$ cat config.mk
export PLATFORM = sky130hd
export DESIGN_NAME = sound_dac_serializer_flat
export DESIGN_NICKNAME = d
export VERILOG_FILES = /design/src/rtl/sound_dac_serializer_pkg.sv /design/src/rtl/sound_dac_serializer_if.sv /design/src/rtl/sound_dac_serializer_sample_hold_reg.sv /design/src/rtl/sound_dac_serializer.sv /design/src/flat_wrapper.sv
export SDC_FILE = /design/constraint.sdc
export NUM_CORES = 1
export LEC_CHECK = 0
export ABC_AREA = 0
export BUFFER_PORTS_ARGS = -buffer_cell sky130_fd_sc_hd__buf_2
export CAP_MARGIN = 20
export CORE_MARGIN = 10
export CORE_UTILIZATION = 56
export CTS_CLUSTER_SIZE = 16
export DETAILED_ROUTE_END_ITERATION = 8
export GPL_ROUTABILITY_DRIVEN = 0
export PLACE_DENSITY = 0.85
export SYNTH_ARGS = -nofsm -noshare
export SYNTH_HDL_FRONTEND = slang
export SYNTH_SLANG_ARGS = --single-unit
$ cat constraint.sdc
create_clock -name clk -period 2.4 [get_ports clk]
set_clock_uncertainty 0.2 [all_clocks]
set_input_delay 0 -clock clk [delete_from_list [all_inputs] [get_ports clk]]
set_output_delay 0 -clock clk [all_outputs]
set_load 0.005 [all_outputs]
$ cat src/rtl/sound_dac_serializer_pkg.sv
// Shared types and default framing constants for the sound DAC serializer.
// Holds the FSM state encoding and the default frame geometry.
package sound_dac_serializer_pkg;

    localparam int DATA_BITS_DEF  = 8;
    localparam int FRAME_BITS_DEF = 16;
    localparam int LEAD_ZEROS_DEF = 2;
    localparam int SYNC_IDLE_DEF  = 2;
    localparam int OVR_W_DEF      = 8;

    typedef enum logic [1:0] {
        ST_IDLE  = 2'd0,
        ST_SHIFT = 2'd1,
        ST_GAP   = 2'd2
    } dac_state_t;

endpackage

$ cat src/rtl/sound_dac_serializer_if.sv
// Sample strobe bus from the sound core into the DAC serializer.
// master drives sample_valid/sample_data, slave receives them.
interface sound_dac_serializer_if #(
    parameter int DATA_BITS = 8
);
    logic                 sample_valid;
    logic [DATA_BITS-1:0] sample_data;

    modport master (
        output sample_valid,
        output sample_data
    );

    modport slave (
        input sample_valid,
        input sample_data
    );
endinterface

$ cat src/rtl/sound_dac_serializer_sample_hold_reg.sv
// One-entry overwrite buffer between sample strobes and the frame shifter.
// Ports: clk, rst, load/load_data in, consume in, full/data out, overrun_count out.
module sample_hold_reg #(
    parameter int DATA_BITS = 8,
    parameter int OVR_W     = 8
) (
    input  logic                 clk,
    input  logic                 rst,
    input  logic                 load,
    input  logic [DATA_BITS-1:0] load_data,
    input  logic                 consume,
    output logic                 full,
    output logic [DATA_BITS-1:0] data,
    output logic [OVR_W-1:0]     overrun_count
);

    // A load onto a full entry that the shifter is not taking this edge
    // discards the older sample.
    logic overrun;
    assign overrun = load && full && !consume;

    always_ff @(posedge clk or posedge rst) begin
        if (rst) begin
            full          <= 1'b0;
            data          <= '0;
            overrun_count <= '0;
        end else begin
            if (load) begin
                data <= load_data;
                full <= 1'b1;
            end else if (consume) begin
                full <= 1'b0;
            end
            if (overrun && (overrun_count != '1)) begin
                overrun_count <= overrun_count + OVR_W'(1);
            end
        end
    end

endmodule

$ cat src/rtl/sound_dac_serializer.sv
// Serializes 8-bit sound samples into 16-bit SYNC_n-framed DAC words, MSB first.
// Ports: clk, rst, smp (slave: sample_valid/sample_data), dac_sync_n, dac_sdin,
//        busy, frame_done, overrun_count.
module sound_dac_serializer
    import sound_dac_serializer_pkg::*;
#(
    parameter int DATA_BITS        = DATA_BITS_DEF,
    parameter int FRAME_BITS       = FRAME_BITS_DEF,
    parameter int LEAD_ZEROS       = LEAD_ZEROS_DEF,
    parameter int SYNC_IDLE_CYCLES = SYNC_IDLE_DEF,
    parameter int OVR_W            = OVR_W_DEF
) (
    input  logic                  clk,
    input  logic                  rst,
    sound_dac_serializer_if.slave smp,
    output logic                  dac_sync_n,
    output logic                  dac_sdin,
    output logic                  busy,
    output logic                  frame_done,
    output logic [OVR_W-1:0]      overrun_count
);

    localparam int CNT_W = $clog2(FRAME_BITS + 1);
    localparam int GAP_W = $clog2(SYNC_IDLE_CYCLES + 1);

    dac_state_t            state_q, state_d;
    logic [CNT_W-1:0]      cnt_q, cnt_d;
    logic [GAP_W-1:0]      gap_q, gap_d;
    logic [FRAME_BITS-1:0] shreg_q, shreg_d;
    logic [FRAME_BITS-1:0] frame_w;
    logic                  sync_n_d, sdin_d, done_d;
    logic                  consume;
    logic                  hold_full;
    logic [DATA_BITS-1:0]  hold_data;

    sample_hold_reg #(
        .DATA_BITS (DATA_BITS),
        .OVR_W     (OVR_W)
    ) u_hold (
        .clk           (clk),
        .rst           (rst),
        .load          (smp.sample_valid),
        .load_data     (smp.sample_data),
        .consume       (consume),
        .full          (hold_full),
        .data          (hold_data),
        .overrun_count (overrun_count)
    );

    always_comb begin
        frame_w = '0;
        frame_w[FRAME_BITS-1-LEAD_ZEROS -: DATA_BITS] = hold_data;
    end

    always_ff @(posedge clk or posedge rst) begin
        if (rst) begin
            state_q    <= ST_IDLE;
            cnt_q      <= '0;
            gap_q      <= '0;
            shreg_q    <= '0;
            dac_sync_n <= 1'b1;
            dac_sdin   <= 1'b0;
            frame_done <= 1'b0;
        end else begin
            state_q    <= state_d;
            cnt_q      <= cnt_d;
            gap_q      <= gap_d;
            shreg_q    <= shreg_d;
            dac_sync_n <= sync_n_d;
            dac_sdin   <= sdin_d;
            frame_done <= done_d;
        end
    end

    // cnt_q counts bits already on the pin; gap_q counts sync-high cycles
    // starting with the frame_done cycle.
    always_comb begin
        state_d  = state_q;
        cnt_d    = cnt_q;
        gap_d    = gap_q;
        shreg_d  = shreg_q;
        sync_n_d = dac_sync_n;
        sdin_d   = dac_sdin;
        done_d   = 1'b0;
        consume  = 1'b0;
        unique case (state_q)
            ST_IDLE: begin
                if (hold_full) begin
                    consume  = 1'b1;
                    state_d  = ST_SHIFT;
                    sync_n_d = 1'b0;
                    sdin_d   = frame_w[FRAME_BITS-1];
                    shreg_d  = {frame_w[FRAME_BITS-2:0], 1'b0};
                    cnt_d    = CNT_W'(1);
                end
            end
            ST_SHIFT: begin
                if (cnt_q == CNT_W'(FRAME_BITS)) begin
                    state_d  = ST_GAP;
                    sync_n_d = 1'b1;
                    sdin_d   = 1'b0;
                    done_d   = 1'b1;
                    cnt_d    = '0;
                    gap_d    = GAP_W'(1);
                end else begin
                    sdin_d  = shreg_q[FRAME_BITS-1];
                    shreg_d = {shreg_q[FRAME_BITS-2:0], 1'b0};
                    cnt_d   = cnt_q + CNT_W'(1);
                end
            end
            ST_GAP: begin
                if (gap_q >= GAP_W'(SYNC_IDLE_CYCLES)) begin
                    state_d = ST_IDLE;
                    gap_d   = '0;
                end else begin
                    gap_d = gap_q + GAP_W'(1);
                end
            end
            default: state_d = ST_IDLE;
        endcase
    end

    assign busy = (state_q != ST_IDLE) || hold_full;

endmodule
$ cat src/flat_wrapper.sv
// flat-port wrapper written by rule: the top's interface ports become plain ports
module sound_dac_serializer_flat import sound_dac_serializer_pkg::*;
#(
    parameter int DATA_BITS        = DATA_BITS_DEF,
    parameter int FRAME_BITS       = FRAME_BITS_DEF,
    parameter int LEAD_ZEROS       = LEAD_ZEROS_DEF,
    parameter int SYNC_IDLE_CYCLES = SYNC_IDLE_DEF,
    parameter int OVR_W            = OVR_W_DEF
)
  (clk, rst, dac_sync_n, dac_sdin, busy, frame_done, overrun_count, smp_sample_valid, smp_sample_data);
  sound_dac_serializer_if #(.DATA_BITS(DATA_BITS)) smp_i ();
  input  logic clk;
  input  logic rst;
  output logic dac_sync_n;
  output logic dac_sdin;
  output logic busy;
  output logic frame_done;
  output logic [OVR_W-1:0] overrun_count;
  input wire logic [$bits(smp_i.sample_valid)-1:0] smp_sample_valid;
  input wire logic [$bits(smp_i.sample_data)-1:0] smp_sample_data;
  assign smp_i.sample_valid = smp_sample_valid;
  assign smp_i.sample_data = smp_sample_data;
  sound_dac_serializer #(.DATA_BITS(DATA_BITS), .FRAME_BITS(FRAME_BITS), .LEAD_ZEROS(LEAD_ZEROS), .SYNC_IDLE_CYCLES(SYNC_IDLE_CYCLES), .OVR_W(OVR_W)) u_core (.clk(clk), .rst(rst), .smp(smp_i), .dac_sync_n(dac_sync_n), .dac_sdin(dac_sdin), .busy(busy), .frame_done(frame_done), .overrun_count(overrun_count));
endmodule
== After elaboration in Yosys (flattened, before gate mapping) ==
Cells that the tools add are included.

* Output and inout port bits: 12
* Register bits after elaboration: 45
* Input port bits: 11
* Word-level logic and storage cells: 61

* $lt $le $gt $ge: 1
* Equal/unequal tests: 8
* Add/subtract/negate cells: 3
* Mux-type cells: 24
* Reductions and logical operators: 15

{| class="wikitable"
|+ Operator list
! cell !! number
|-
| $mux W16 || 2
|-
| $pmux W16 S2 || 1
|-
| $mux W2 || 5
|-
| $mux W5 || 2
|-
| $pmux W5 S2 || 1
|-
| $mux W1 || 9
|-
| $reduce_and A3 Y1 || 3
|-
| $add A8 B1 Y8 const B || 1
|-
| $ne A8 B8 Y1 const B || 1
|-
| $reduce_bool A2 Y1 || 4
|-
| $pmux W2 S3 || 1
|-
| $add A5 B1 Y5 const B || 1
|-
| $eq A5 B5 Y1 const B || 1
|-
| $ne A2 B1 Y1 const B || 2
|-
| $ne A2 B2 Y1 const B || 2
|-
| $pmux W1 S2 || 2
|-
| $pmux W2 S2 || 1
|-
| $reduce_and A2 Y1 || 2
|-
| $logic_and A1 B1 Y1 || 3
|-
| $add A2 B1 Y2 const B || 1
|-
| $eq A2 B1 Y1 const B || 1
|-
| $eq A2 B2 Y1 const B || 1
|-
| $ge A2 B2 Y1 const B || 1
|-
| $logic_not A2 Y1 || 1
|-
| other kinds (2) || 2
|}

== Logic depth before layout (Yosys ltp) ==
Gate-level depths: netlist of the first run.

* Word-level depth: 5
* Depth in mapped cells: 7

== Hierarchy ==
A second synthesis of the first run with hierarchy kept.

* Cell total of the unflattened synthesis: 144
* Area, all modules: 1737.9 µm²

{| class="wikitable"
|+ By module, submodules not included
! module !! times used !! area each (µm²) !! sequential area each (µm²) !! cells an instance
|-
| sound_dac_serializer || 1 || 1003.5 || 526.8 || 89
|-
| sample_hold_reg || 1 || 734.5 || 425.4 || 55
|}

== Worst setup path after synthesis of the first run ==
No wires, ideal clock.

* Path type: register -> register
* Start: register u_core.u_hold.overrun_count[0]
* End: register u_core.u_hold.overrun_count[1]
* Data arrival time: 1489 ps
* Cell stages (with the launch flop): 5
* Period minus slack after synthesis: 1814 ps
* Library setup time: 125 ps
* Required time: 2075 ps
* Setup slack: 586 ps
* Cells stage by stage: dfrtp_1 -> ha_1 -> and4_1 -> a41oi_4 -> mux2_2

* Word-level cells in the longest chain between the ends: 2

{| class="wikitable"
|+ RTL lines
! item !! RTL line !! RTL
|-
| start, declared || sound_dac_serializer_sample_hold_reg.sv:14 || <nowiki>output logic [OVR_W-1:0] overrun_count</nowiki>
|-
| start signal, assigned || sound_dac_serializer_sample_hold_reg.sv:35 || <nowiki>overrun_count <= overrun_count + OVR_W'(1);</nowiki>
|-
| branches (longest 2 deep; another with $add A8 B1 Y8) || -- ||
|}

Parallel ways; which one is timed is not known.
A chain may end at the register's enable or synchronous reset.

== Final worst setup path of the first run ==
* Start: register u_core.state_q[1]
* End: register u_core.shreg_q[13]

* Word-level cells in the longest chain between the ends: 3

{| class="wikitable"
|+ RTL lines
! item !! RTL line !! RTL
|-
| start, declared || sound_dac_serializer.sv:26 || <nowiki>dac_state_t state_q, state_d;</nowiki>
|-
| start signal, assigned || sound_dac_serializer.sv:65 || <nowiki>state_q <= state_d;</nowiki>
|-
| $eq A2 B1 Y1 / $logic_not A2 Y1 (equally long branches) || sound_dac_serializer.sv:86 || <nowiki>unique case (state_q)</nowiki>
|-
| $ne A2 B2 Y1 (no line) / $reduce_bool A2 Y1 (equally long branches) || -- ||
|-
| $reduce_and A3 Y1 (no line) || -- ||
|-
| end signal, assigned || sound_dac_serializer.sv:68 || <nowiki>shreg_q <= shreg_d;</nowiki>
|-
| end, declared || sound_dac_serializer.sv:29 || <nowiki>logic [FRAME_BITS-1:0] shreg_q, shreg_d;</nowiki>
|}

Parallel ways exist; a longest one is shown, timed or not.

==> results of run 1 <==
==> routing by layer <==
layer | GRT usage [%] | vias up | wire length, microns
met3 | 5.339 | 4 | 231
met4 | 4.742 | 0 | 38
met5 | 0 | - | 0
met1 | 15.06 | 606 | 1375
met2 | 21.81 | 38 | 1747
li1 | - | 609 | -
==> worst max-delay path, cell delays in order (launching register included) <==
cell	delay [ns]
sky130_fd_sc_hd__dfrtp_1	0.48
sky130_fd_sc_hd__nand2b_1	0.40
sky130_fd_sc_hd__o21ai_4	0.49
sky130_fd_sc_hd__nor2_1	0.10
sky130_fd_sc_hd__a31oi_1	0.17
==> synth_stat cells, types with 2 or more instances <==
| cell | number | area share [%] |
|---|---|---|
| sky130_fd_sc_hd__a31oi_1 | 7 | 2.6 |
| sky130_fd_sc_hd__and2_1 | 2 | 0.73 |
| sky130_fd_sc_hd__buf_4 | 2 | 0.88 |
| sky130_fd_sc_hd__dfrtp_1 | 37 | 54 |
| sky130_fd_sc_hd__ha_1 | 3 | 2.2 |
| sky130_fd_sc_hd__inv_1 | 5 | 1.1 |
| sky130_fd_sc_hd__mux2_2 | 11 | 7.2 |
| sky130_fd_sc_hd__nand2_1 | 26 | 5.7 |
| sky130_fd_sc_hd__nand2b_1 | 4 | 1.5 |
| sky130_fd_sc_hd__nand3_1 | 3 | 0.88 |
| sky130_fd_sc_hd__nand4_1 | 2 | 0.73 |
| sky130_fd_sc_hd__nor2_1 | 12 | 2.6 |
| sky130_fd_sc_hd__o21ai_0 | 10 | 2.9 |
| sky130_fd_sc_hd__xnor2_1 | 4 | 2.0 |
| sky130_fd_sc_hd__xor2_1 | 3 | 1.5 |
==> what timing repair did <==
item	CTS	global route
endpoints found under the setup margin	0	0
hold buffers	18	0
hold endpoints to repair	47	0
==> registers in the layout, indices dropped and copies added (netlist names) <==
name                         cells
u_core.u_hold.overrun_count      8
u_core.shreg_q                   9
u_core.u_hold.full               1
u_core.frame_done                1
u_core.u_hold.data               8
u_core.dac_sdin                  1
u_core.state_q                   2
u_core.dac_sync_n                1
u_core.gap_q                     2
u_core.cnt_q                     5
==> path summary, 6_finish.rpt <==
| check | slack, ns | end | from | depth (start not counted) |
|---|---|---|---|---|
| worst max-delay path | 0.50 | u_core.shreg_q[13] | u_core.state_q[1] | 4 |
| worst min-delay path | 0.09 | u_core.cnt_q[1] | rst | 4 |
| worst max register to register | 0.50 | u_core.shreg_q[13] | u_core.state_q[1] | 4 |
| worst min register to register | 0.29 | u_core.gap_q[0] | u_core.gap_q[1] | 1 |
| max in group asynchronous | 1.55 | u_core.dac_sync_n | rst | 4 |
| min in group clk | 0.29 | u_core.gap_q[0] | u_core.gap_q[1] | 1 |
==> final cells by class <==
type | count | share of cell area, %
clock inverters | 1 | 0.2405
inverters | 5 | 0.9020
multi-input cells | 105 | 33.79
repair buffers | 42 | 14.67
well taps | 33 | 1.984
clock buffers | 7 | 2.646
flip-flops and latches | 38 | 45.76
==> per-stage QoR <==
step,area (sq um),hold WS (ns),instances,util [%]
after floorplan,1714,-0.04843,152,-
after global placement,1841,-0.07330,205,61.29
after detailed placement,1841,-0.06586,205,61.29
after CTS,2081,0.1006,231,69.29
after global routing,2081,0.1330,231,69.29
final,2081,0.09179,231,69.29
==> where the power goes <==
| group | switching, mW | internal [mW] |
|---|---|---|
| clock network | 0.203 | 0.142 |
| registers | 0.184 | 0.843 |
| logic | 0.392 | 0.368 |
| total | 0.779 | 1.35 |
==> cells by family after synthesis <==
| kind of cell | after synthesis | synth area share, % |
|---|---|---|
| AOI/OAI and AO/OA | 26 | 11.46 |
| buffers and inverters | 9 | 3.430 |
| xor gates and xnor gates | 7 | 3.577 |
| adders and majority gates | 3 | 2.190 |
| DFF | 38 | 55.55 |
| muxes | 11 | 7.226 |
| and+or+nand+nor | 58 | 16.57 |
==> impl_results.html, run 1 <==
<table>
<tr><th>Metric</th><th>Value</th></tr>
<tr><th colspan="2">Pwr</th></tr>
<tr><td>Leakage dissipation</td><td>0.9664 nW</td></tr>
<tr><td>Overall power of the completed layout</td><td>2.132 mW</td></tr>
<tr><td>Total power divided by cell area</td><td>1025 nW/um^2</td></tr>
<tr><td>Worst vdd rail ir drop</td><td>0.6112 mV</td></tr>
<tr><th colspan="2">Logic synthesis</th></tr>
<tr><td>Synthesized area per cell</td><td>11.28 sq um</td></tr>
<tr><td>Unique masters post-synth</td><td>36</td></tr>
<tr><td>Number of synthesis warnings</td><td>0</td></tr>
<tr><td>Synthesized netlist cell count</td><td>152</td></tr>
<tr><td>Top flip-flop cell by instance count after synthesis</td><td>sky130_fd_sc_hd__dfrtp_1</td></tr>
<tr><td>Async set-or-reset flop fraction in the synthesized netlist</td><td>100.0%</td></tr>
<tr><td>Synth Net Count</td><td>166</td></tr>
<tr><td>Number of enable-type register cells in the synthesized netlist</td><td>0</td></tr>
<tr><td>Post-synthesis instance area</td><td>1714 sq um</td></tr>
<tr><td>Part of the Yosys area used for sequential elements</td><td>55.55%</td></tr>
<tr><td>Total of flip-flops plus latches after synthesis</td><td>38</td></tr>
<tr><th colspan="2">Cells and area</th></tr>
<tr><td>Final antenna diode count</td><td>0</td></tr>
<tr><td>Layout area overhead</td><td>21.39%</td></tr>
<tr><td>Layout Nets</td><td>211</td></tr>
<tr><td>Ratio of cells with drive above 1 in the final layout</td><td>26.26%</td></tr>
<tr><td>Multi-input combinational cell area</td><td>703.2 sq um</td></tr>
<tr><td>Fill cells</td><td>229</td></tr>
<tr><td>Top library cells by usage in the layout, fill and taps aside</td><td>37 x sky130_fd_sc_hd__dfrtp_1, 26 x sky130_fd_sc_hd__nand2_1, 22 x sky130_fd_sc_hd__buf_2</td></tr>
<tr><td>Most common library cell in the layout ignoring fill and taps</td><td>sky130_fd_sc_hd__dfrtp_1</td></tr>
<tr><td>Sequential cell area</td><td>952.2 sq um</td></tr>
<tr><th colspan="2">Clocking</th></tr>
<tr><td>Worst-skew pair later-pin latency</td><td>0.34 ns</td></tr>
<tr><td>TritonCTS clock tree</td><td>built</td></tr>
<tr><td>CTS max path bufs</td><td>2</td></tr>
<tr><td>Buffer cell driving the clock tree root</td><td>sky130_fd_sc_hd__clkbuf_4</td></tr>
<tr><td>Number of levels the H-tree was split into</td><td>2</td></tr>
<tr><td>Post-cts gate resize count</td><td>0</td></tr>
<tr><td>Setup repair bufs after CTS</td><td>0</td></tr>
<tr><td>Inserted Clock Buffers</td><td>5</td></tr>
<tr><td>Number of sinks handled by clock tree synthesis</td><td>38</td></tr>
<tr><td>Clock input transition at the sequential cells of the worst setup and hold paths</td><td>0.11 ns</td></tr>
<tr><th colspan="2">Floorplan</th></tr>
<tr><td># rows</td><td>20</td></tr>
<tr><td>Height of the die</td><td>75.33 microns</td></tr>
<tr><td>Horiz. Die Dim</td><td>75.33 microns</td></tr>
<tr><td>Core area</td><td>3003 sq um</td></tr>
<tr><td>Ports placed on the boundary</td><td>23</td></tr>
<tr><td>Starting density of the core</td><td>57.08%</td></tr>
<tr><td>Area of the die</td><td>5674 sq um</td></tr>
<tr><th colspan="2">Timing</th></tr>
<tr><td>Minimum clock period</td><td>1.901 ns</td></tr>
<tr><td>Final-report setup violation count</td><td>0</td></tr>
<tr><td>Setup TNS</td><td>0 ns</td></tr>
<tr><td>Actual slew at the worst max-slew pin</td><td>0.4922 ns</td></tr>
<tr><td>Max Slew Vio Count</td><td>0</td></tr>
<tr><td>Number of hold-slack violations in the final timing report</td><td>0</td></tr>
<tr><td>Unrepaired setup endpoints after global routing</td><td>false</td></tr>
<tr><td>Final critical-path setup slack</td><td>0.4990 ns</td></tr>
<tr><td>Worst max-slew margin expressed relative to the limit</td><td>67.19%</td></tr>
<tr><td>Part of the cycle the worst path needs</td><td>79.21%</td></tr>
<tr><td>Achievable clock frequency</td><td>526.0 MHz</td></tr>
<tr><th colspan="2">Detailed routing</th></tr>
<tr><td>Number of iterations in the first detailed-routing pass</td><td>4</td></tr>
<tr><td>Via/cell ratio</td><td>5.442</td></tr>
<tr><td>Routed Wire Length</td><td>3.393 mm</td></tr>
<tr><td>Number of vias after detailed routing</td><td>1257</td></tr>
<tr><td>Number of DRC violations after detailed-routing iteration 0</td><td>83</td></tr>
<tr><td>Antenna-violating nets left</td><td>0</td></tr>
<tr><td>Detail-routed net length per standard cell</td><td>14.69 microns</td></tr>
<tr><td>Remaining DRCs</td><td>0</td></tr>
<tr><th colspan="2">Run</th></tr>
<tr><td>Number of max-capacitance violations reported</td><td>0</td></tr>
<tr><th colspan="2">Setup path</th></tr>
<tr><td>Type of the worst setup path</td><td>reg -&gt; reg</td></tr>
<tr><td>Critical-path maximum fanout</td><td>17</td></tr>
<tr><td>Worst path required time</td><td>2.47 ns</td></tr>
<tr><td>Startpoint kind of the worst setup timing path</td><td>flop</td></tr>
<tr><td>Type of element capturing the critical path</td><td>flop</td></tr>
<tr><td>Critical Path AT</td><td>1.97 ns</td></tr>
<tr><th colspan="2">Global routing</th></tr>
<tr><td>Global-route wire length before repair</td><td>5.658 mm</td></tr>
<tr><td>Antenna violations before repair</td><td>0</td></tr>
<tr><td>Overall fraction of global-route tracks in use</td><td>13.20%</td></tr>
<tr><td>Pin count of the biggest net entering global routing</td><td>39</td></tr>
<tr><td>Total congestion overflow</td><td>0</td></tr>
<tr><td>Number of global-route vias before repair</td><td>1264</td></tr>
<tr><th colspan="2">Status</th></tr>
<tr><td>Outcome</td><td>completed</td></tr>
<tr><th colspan="2">Worst hold path</th></tr>
<tr><td>Class of the most critical hold timing path</td><td>in -&gt; async</td></tr>
<tr><th colspan="2">Place</th></tr>
<tr><td>Sum of net half-perimeters after detailed placement</td><td>2.309 mm</td></tr>
<tr><td>Count of input and output buffers</td><td>22</td></tr>
<tr><td>Post-Place Worst Slack</td><td>0.5204 ns</td></tr>
</table>
Note: power is estimated with default switching activity, not from simulation.
==> run 2, diff against run 1 <==
clock period = 1.9 ns   (was 2.4 ns; I/O delays follow)
==> impl_results.html, run 2 (synthesis gave the netlist of run 1 again) <==
<table>
<tr><th>Metric</th><th>Value</th></tr>
<tr><th colspan="2">Run</th></tr>
<tr><td>Number of max-capacitance violations reported</td><td>0</td></tr>
<tr><th colspan="2">Cells and area</th></tr>
<tr><td>Biggest registers after layout</td><td>u_core.shreg_q: 9 flops, u_core.u_hold.data: 8 flops, u_core.u_hold.overrun_count: 8 flops</td></tr>
<tr><td>Most common library cell in the layout ignoring fill and taps</td><td>sky130_fd_sc_hd__dfrtp_1</td></tr>
<tr><td>Final antenna diode count</td><td>0</td></tr>
<tr><td>Layout Nets</td><td>216</td></tr>
<tr><td>Ratio of cells with drive above 1 in the final layout</td><td>29.56%</td></tr>
<tr><td>Final Non-Filler Cells</td><td>236</td></tr>
<tr><td>Top library cells by usage in the layout, fill and taps aside</td><td>37 x sky130_fd_sc_hd__dfrtp_1, 26 x sky130_fd_sc_hd__nand2_1, 22 x sky130_fd_sc_hd__buf_2</td></tr>
<tr><td>Layout area overhead</td><td>24.74%</td></tr>
<tr><td>Max FFs per register</td><td>9</td></tr>
<tr><td>Fin area</td><td>2138 sq um</td></tr>
<tr><td>Largest register by flop count</td><td>u_core.shreg_q</td></tr>
<tr><th colspan="2">Pwr</th></tr>
<tr><td>Power Internal</td><td>1.800 mW</td></tr>
<tr><td>Combinational cell fraction of total power</td><td>38.5%</td></tr>
<tr><td>Clock power frac</td><td>15.6%</td></tr>
<tr><td>Total power divided by cell area</td><td>1318 nW/um^2</td></tr>
<tr><td>Leakage dissipation</td><td>0.9942 nW</td></tr>
<tr><td>Worst vdd rail ir drop</td><td>0.6325 mV</td></tr>
<tr><td>Relative contribution of sequential cells to total power</td><td>45.9%</td></tr>
<tr><td>Switching share of power</td><td>36.12%</td></tr>
<tr><td>Sw Pwr</td><td>1.018 mW</td></tr>
<tr><th colspan="2">Global routing</th></tr>
<tr><td>Total congestion overflow</td><td>0</td></tr>
<tr><td>Overall fraction of global-route tracks in use</td><td>13.28%</td></tr>
<tr><td>Pin count of the biggest net entering global routing</td><td>39</td></tr>
<tr><td>Global-route wire length before repair</td><td>5.796 mm</td></tr>
<tr><td>Number of global-route vias before repair</td><td>1345</td></tr>
<tr><td>Antenna violations before repair</td><td>0</td></tr>
<tr><th colspan="2">Setup path</th></tr>
<tr><td>Startpoint kind of the worst setup timing path</td><td>flop</td></tr>
<tr><td>Cell-by-cell listing of the critical path</td><td>ha_2 &gt; and4_2 &gt; a41oi_4 &gt; mux2_2</td></tr>
<tr><td>Crit path max-delay cell type</td><td>sky130_fd_sc_hd__dfrtp_1</td></tr>
<tr><td>Critical Path AT</td><td>1.88 ns</td></tr>
<tr><td>Largest stage delay on the critical path</td><td>0.42 ns</td></tr>
<tr><td>Type of the worst setup path</td><td>reg -&gt; reg</td></tr>
<tr><td>Critical-path maximum fanout</td><td>6</td></tr>
<tr><td>Worst path required time</td><td>1.94 ns</td></tr>
<tr><td>Type of element capturing the critical path</td><td>flop</td></tr>
<tr><td>Buffering stage count on the worst path with inverters included</td><td>0</td></tr>
<tr><td>Top delay family on crit path</td><td>flip-flops</td></tr>
<tr><th colspan="2">Worst hold path</th></tr>
<tr><td>Class of the most critical hold timing path</td><td>in -&gt; async</td></tr>
<tr><th colspan="2">Timing</th></tr>
<tr><td>Actual slew at the worst max-slew pin</td><td>0.4602 ns</td></tr>
<tr><td>Number of hold-slack violations in the final timing report</td><td>0</td></tr>
<tr><td>Final-report setup violation count</td><td>0</td></tr>
<tr><td>Final critical-path setup slack</td><td>0.05754 ns</td></tr>
<tr><td>Setup TNS</td><td>0 ns</td></tr>
<tr><td>Part of the cycle the worst path needs</td><td>96.97%</td></tr>
<tr><td>Max Slew Vio Count</td><td>0</td></tr>
<tr><td>Minimum clock period</td><td>1.842 ns</td></tr>
<tr><td>Achievable clock frequency</td><td>542.8 MHz</td></tr>
<tr><td>Worst max-slew margin expressed relative to the limit</td><td>69.32%</td></tr>
<tr><td>Unrepaired setup endpoints after global routing</td><td>false</td></tr>
<tr><td>WHS</td><td>0.1023 ns</td></tr>
<tr><th colspan="2">Place</th></tr>
<tr><td>Placed cells</td><td>208</td></tr>
<tr><td>Sum of net half-perimeters after detailed placement</td><td>2.368 mm</td></tr>
<tr><td>Cell area after placement</td><td>1876 sq um</td></tr>
<tr><td>Count of input and output buffers</td><td>22</td></tr>
<tr><td>Post-Place Worst Slack</td><td>0.02855 ns</td></tr>
<tr><th colspan="2">Detailed routing</th></tr>
<tr><td>Remaining DRCs</td><td>0</td></tr>
<tr><td>Number of DRC violations after detailed-routing iteration 0</td><td>73</td></tr>
<tr><td>Number of vias after detailed routing</td><td>1273</td></tr>
<tr><td>Antenna-violating nets left</td><td>0</td></tr>
<tr><td>Detail-routed net length per standard cell</td><td>14.40 microns</td></tr>
<tr><td>Via/cell ratio</td><td>5.394</td></tr>
<tr><td>Routed Wire Length</td><td>3.398 mm</td></tr>
<tr><td>Number of iterations in the first detailed-routing pass</td><td>4</td></tr>
<tr><th colspan="2">Floorplan</th></tr>
<tr><td>Height of the die</td><td>75.33 microns</td></tr>
<tr><td>Core area</td><td>3003 sq um</td></tr>
<tr><td>Area of the die</td><td>5674 sq um</td></tr>
<tr><td>Horiz. Die Dim</td><td>75.33 microns</td></tr>
<tr><td>Ports placed on the boundary</td><td>23</td></tr>
<tr><td>Starting density of the core</td><td>57.08%</td></tr>
<tr><td># rows</td><td>20</td></tr>
<tr><th colspan="2">Clocking</th></tr>
<tr><td>CTS max path bufs</td><td>2</td></tr>
<tr><td>TritonCTS clock tree</td><td>built</td></tr>
<tr><td>Clock input transition at the sequential cells of the worst setup and hold paths</td><td>0.11 ns</td></tr>
<tr><td>Number of levels the H-tree was split into</td><td>2</td></tr>
<tr><td>Inserted Clock Buffers</td><td>5</td></tr>
<tr><td>Worst-skew pair later-pin latency</td><td>0.34 ns</td></tr>
<tr><td>Number of sinks handled by clock tree synthesis</td><td>38</td></tr>
<tr><td>Buffer cell driving the clock tree root</td><td>sky130_fd_sc_hd__clkbuf_4</td></tr>
<tr><th colspan="2">Status</th></tr>
<tr><td>Outcome</td><td>completed</td></tr>
</table>
## run 2: through the flow
stage	power, mW	util (%)
floorplan	1.998	-
global placement	2.249	62.46
detailed placement	2.325	62.46
CTS	2.799	70.58
global route	3.046	71.21
finish	2.817	71.21
## run 2: area by class of cell
class	count	area, sq um
clock buffers	6	51.30
clock inverters	2	12.51
fillers	204	864.6
inverters	5	18.77
multi-input cells	105	706.9
flip-flops and latches	38	952.2
well taps	33	41.29
repair buffers	47	355.3
## run 2: worst reg2reg max path: stages, from the launching register on
cell,delay [ns]
sky130_fd_sc_hd__dfrtp_1,0.42
sky130_fd_sc_hd__ha_2,0.19
sky130_fd_sc_hd__and4_2,0.27
sky130_fd_sc_hd__a41oi_4,0.29
sky130_fd_sc_hd__mux2_2,0.37
## run 2: power by group through the flow
| stage | registers, mW | logic (mW) | clock network (mW) |
|---|---|---|---|
| floorplan | 1.27 | 0.731 | 0 |
| global placement | 1.28 | 0.968 | 0 |
| detailed placement | 1.30 | 1.02 | 0 |
| CTS | 1.29 | 1.07 | 0.446 |
| global route | 1.33 | 1.22 | 0.491 |
| finish | 1.29 | 1.09 | 0.439 |
## run 2: worst paths after layout
path	cells after the start	from	endpoint	slack (ns)
worst max-delay path	4	u_core.u_hold.overrun_count[1]	u_core.u_hold.overrun_count[1]	0.06
worst min-delay path	4	rst	u_core.cnt_q[0]	0.10
worst max register to register	4	u_core.u_hold.overrun_count[1]	u_core.u_hold.overrun_count[1]	0.06
worst min register to register	1	u_core.gap_q[0]	u_core.gap_q[0]	0.29
max in group asynchronous	4	rst	u_core.dac_sync_n	1.05
min in group clk	1	u_core.gap_q[0]	u_core.gap_q[0]	0.29
## run 2: repair_timing
action | in CTS | in global routing
endpoints found under the hold margin | 47 | 0
hold buffers | 18 | 0
endpoints found under the setup margin | 0 | 1
resized for setup | 0 | 2
buffers inserted | 0 | 2
## run 2: layer usage
metal	track usage, %	vias up	wire, microns
met5	0	-	0
met2	23.23	24	1772
met1	14.11	624	1412
li1	-	621	-
met3	3.906	4	187
met4	7.010	0	25
==> run 3, diff against run 2 <==
CORE_UTILIZATION = 50   (was 56)
PLACE_DENSITY = 0.81   (was 0.85)
clock period = 1.6 ns   (was 1.9 ns; I/O delays follow)
==> impl_results.html, run 3 (synthesis gave the netlist of run 1 again) <==
<table>
<tr><th>Metric</th><th>Value</th></tr>
<tr><th colspan="2">Place</th></tr>
<tr><td>Sum of net half-perimeters after detailed placement</td><td>2.408 mm</td></tr>
<tr><td>Cell area after placement</td><td>1972 sq um</td></tr>
<tr><td>Count of input and output buffers</td><td>22</td></tr>
<tr><td>Post-Place Worst Slack</td><td>-0.03150 ns</td></tr>
<tr><th colspan="2">Setup path</th></tr>
<tr><td>Worst path required time</td><td>1.64 ns</td></tr>
<tr><td>Type of the worst setup path</td><td>reg -&gt; reg</td></tr>
<tr><td>Critical Path AT</td><td>1.74 ns</td></tr>
<tr><td>Largest stage delay on the critical path</td><td>0.38 ns</td></tr>
<tr><td>Crit path max-delay cell type</td><td>sky130_fd_sc_hd__dfrtp_1</td></tr>
<tr><td>Cell-by-cell listing of the critical path</td><td>buf_4 &gt; buf_6 &gt; and3_4 &gt; nand4_1 &gt; nor2_1 &gt; mux2_4</td></tr>
<tr><td>Critical-path maximum fanout</td><td>2</td></tr>
<tr><td>Type of element capturing the critical path</td><td>flop</td></tr>
<tr><td>Startpoint kind of the worst setup timing path</td><td>flop</td></tr>
<tr><th colspan="2">Worst hold path</th></tr>
<tr><td>Class of the most critical hold timing path</td><td>in -&gt; reg</td></tr>
<tr><th colspan="2">Clocking</th></tr>
<tr><td>Inserted Clock Buffers</td><td>5</td></tr>
<tr><td>Number of levels the H-tree was split into</td><td>2</td></tr>
<tr><td>Clock input transition at the sequential cells of the worst setup and hold paths</td><td>0.11 ns</td></tr>
<tr><td>Number of sinks handled by clock tree synthesis</td><td>38</td></tr>
<tr><td>Buffer cell driving the clock tree root</td><td>sky130_fd_sc_hd__clkbuf_4</td></tr>
<tr><td>Worst-skew pair later-pin latency</td><td>0.34 ns</td></tr>
<tr><td>CTS max path bufs</td><td>2</td></tr>
<tr><td>TritonCTS clock tree</td><td>built</td></tr>
<tr><th colspan="2">Floorplan</th></tr>
<tr><td>Core area</td><td>3337 sq um</td></tr>
<tr><td>Starting density of the core</td><td>51.37%</td></tr>
<tr><td>Height of the die</td><td>78.55 microns</td></tr>
<tr><td># rows</td><td>21</td></tr>
<tr><td>Ports placed on the boundary</td><td>23</td></tr>
<tr><td>Horiz. Die Dim</td><td>78.55 microns</td></tr>
<tr><td>Area of the die</td><td>6170 sq um</td></tr>
<tr><th colspan="2">Pwr</th></tr>
<tr><td>Leakage dissipation</td><td>1.075 nW</td></tr>
<tr><td>Overall power of the completed layout</td><td>3.663 mW</td></tr>
<tr><td>Total power divided by cell area</td><td>1583 nW/um^2</td></tr>
<tr><td>Worst vdd rail ir drop</td><td>0.8186 mV</td></tr>
<tr><th colspan="2">Detailed routing</th></tr>
<tr><td>Routed Wire Length</td><td>3.807 mm</td></tr>
<tr><td>Antenna-violating nets left</td><td>0</td></tr>
<tr><td>Remaining DRCs</td><td>0</td></tr>
<tr><td>Number of DRC violations after detailed-routing iteration 0</td><td>89</td></tr>
<tr><td>Number of vias after detailed routing</td><td>1350</td></tr>
<tr><td>Detail-routed net length per standard cell</td><td>14.48 microns</td></tr>
<tr><td>Number of iterations in the first detailed-routing pass</td><td>4</td></tr>
<tr><td>Via/cell ratio</td><td>5.133</td></tr>
<tr><th colspan="2">Cells and area</th></tr>
<tr><td>Max FFs per register</td><td>9</td></tr>
<tr><td>Layout Nets</td><td>230</td></tr>
<tr><td>Biggest registers after layout</td><td>u_core.shreg_q: 9 flops, u_core.u_hold.data: 8 flops, u_core.u_hold.overrun_count: 8 flops</td></tr>
<tr><td>Layout area overhead</td><td>34.96%</td></tr>
<tr><td>Top library cells by usage in the layout, fill and taps aside</td><td>37 x sky130_fd_sc_hd__dfrtp_1, 25 x sky130_fd_sc_hd__nand2_1, 21 x sky130_fd_sc_hd__buf_2</td></tr>
<tr><td>Ratio of cells with drive above 1 in the final layout</td><td>37.33%</td></tr>
<tr><td>Most common library cell in the layout ignoring fill and taps</td><td>sky130_fd_sc_hd__dfrtp_1</td></tr>
<tr><td>Largest register by flop count</td><td>u_core.shreg_q</td></tr>
<tr><td>Fin area</td><td>2313 sq um</td></tr>
<tr><td>Fill cells</td><td>234</td></tr>
<tr><td>Final antenna diode count</td><td>0</td></tr>
<tr><th colspan="2">Run</th></tr>
<tr><td>Number of max-capacitance violations reported</td><td>0</td></tr>
<tr><th colspan="2">Timing</th></tr>
<tr><td>Setup TNS</td><td>-0.7890 ns</td></tr>
<tr><td>Final-report setup violation count</td><td>18</td></tr>
<tr><td>Minimum clock period</td><td>1.701 ns</td></tr>
<tr><td>Actual slew at the worst max-slew pin</td><td>0.4759 ns</td></tr>
<tr><td>Max Slew Vio Count</td><td>0</td></tr>
<tr><td>Unrepaired setup endpoints after global routing</td><td>true</td></tr>
<tr><td>Achievable clock frequency</td><td>588.1 MHz</td></tr>
<tr><td>Part of the cycle the worst path needs</td><td>106.3%</td></tr>
<tr><td>Number of hold-slack violations in the final timing report</td><td>0</td></tr>
<tr><td>Final critical-path setup slack</td><td>-0.1005 ns</td></tr>
<tr><td>Worst max-slew margin expressed relative to the limit</td><td>68.27%</td></tr>
<tr><th colspan="2">Global routing</th></tr>
<tr><td>Number of global-route vias before repair</td><td>1388</td></tr>
<tr><td>Pin count of the biggest net entering global routing</td><td>39</td></tr>
<tr><td>Overall fraction of global-route tracks in use</td><td>12.50%</td></tr>
<tr><td>Global-route wire length before repair</td><td>6.272 mm</td></tr>
<tr><td>Total congestion overflow</td><td>0</td></tr>
<tr><td>Antenna violations before repair</td><td>0</td></tr>
<tr><th colspan="2">Status</th></tr>
<tr><td>Failing checks</td><td>setup timing</td></tr>
<tr><td>Outcome</td><td>finished, violations left</td></tr>
</table>
## run 3: cell types whose count changed in the layout (fill, tap and decap cells not counted), moves of 2 or more
cell / delta
sky130_fd_sc_hd__buf_4: +11
sky130_fd_sc_hd__buf_6: +4
sky130_fd_sc_hd__mux2_2: -3
sky130_fd_sc_hd__mux2_4: +3
sky130_fd_sc_hd__nor2_1: -2
sky130_fd_sc_hd__nor2_2: +2
## run 3: layout make-up
| class | count | area [sq um] | share of cell area, % |
|---|---|---|---|
| inverter | 5 | 18.77 | 0.8112 |
| tap | 46 | 57.56 | 2.488 |
| clock buffer | 7 | 55.05 | 2.380 |
| clock inverter | 1 | 5.005 | 0.2163 |
| sequential | 38 | 952.2 | 41.16 |
| timing repair buffer | 61 | 478.0 | 20.66 |
| multi-input combinational | 105 | 747.0 | 32.29 |
## run 3: power by group
| part | total (mW) | switching (mW) | internal [mW] | leakage, nW |
|---|---|---|---|---|
| combinational | 1.63 | 0.737 | 0.893 | 0.570 |
| sequential | 1.51 | 0.250 | 1.26 | 0.469 |
| clock | 0.518 | 0.305 | 0.213 | 0.0353 |
## run 3: timing repair
item / in CTS / in global routing
hold buffers: 18 / 0
resized for setup: 2 / 10
pin swaps: 1 / 4
setup buffers: 3 / 5
endpoints found under the hold margin: 47 / 0
setup endpoints to repair: 14 / 24
## run 3: routing by layer
layer | vias up | GRT usage, % | wire length, microns
li1 | 648 | - | -
met1 | 669 | 13.96 | 1641
met2 | 24 | 21.55 | 2002
met3 | 9 | 2.506 | 77
met4 | 0 | 7.348 | 85
met5 | - | 0 | 0
## run 3: per-stage QoR
stage,std cells,util (%),hold slack [ns]
floorplan,152,-,-0.04843
global placement,229,59.09,-0.07520
detailed placement,229,59.09,-0.06353
CTS,258,67.27,0.03921
global route,263,69.33,0.06921
finish,263,69.33,0.05482
## run 3: worst paths after layout
kind	startpoint	to	slack, ns	depth (start not counted)
worst max-delay path	u_core.u_hold.overrun_count[0]	u_core.u_hold.overrun_count[7]	-0.10	6
worst min-delay path	smp_sample_valid	u_core.u_hold.overrun_count[5]	0.05	5
worst max register to register	u_core.u_hold.overrun_count[0]	u_core.u_hold.overrun_count[7]	-0.10	6
worst min register to register	u_core.dac_sdin	u_core.dac_sdin	0.29	2
max in group asynchronous	rst	u_core.dac_sync_n	0.76	4
min in group asynchronous	rst	u_core.shreg_q[9]	0.09	4
## run 3: critical path: cells and delay by family (launching register included)
kind / cells / cell delay (ns)
AND/OR/NAND/NOR: 3 / 0.51
multiplexers: 1 / 0.31
buffers and inverters: 2 / 0.20
flip-flops: 1 / 0.38
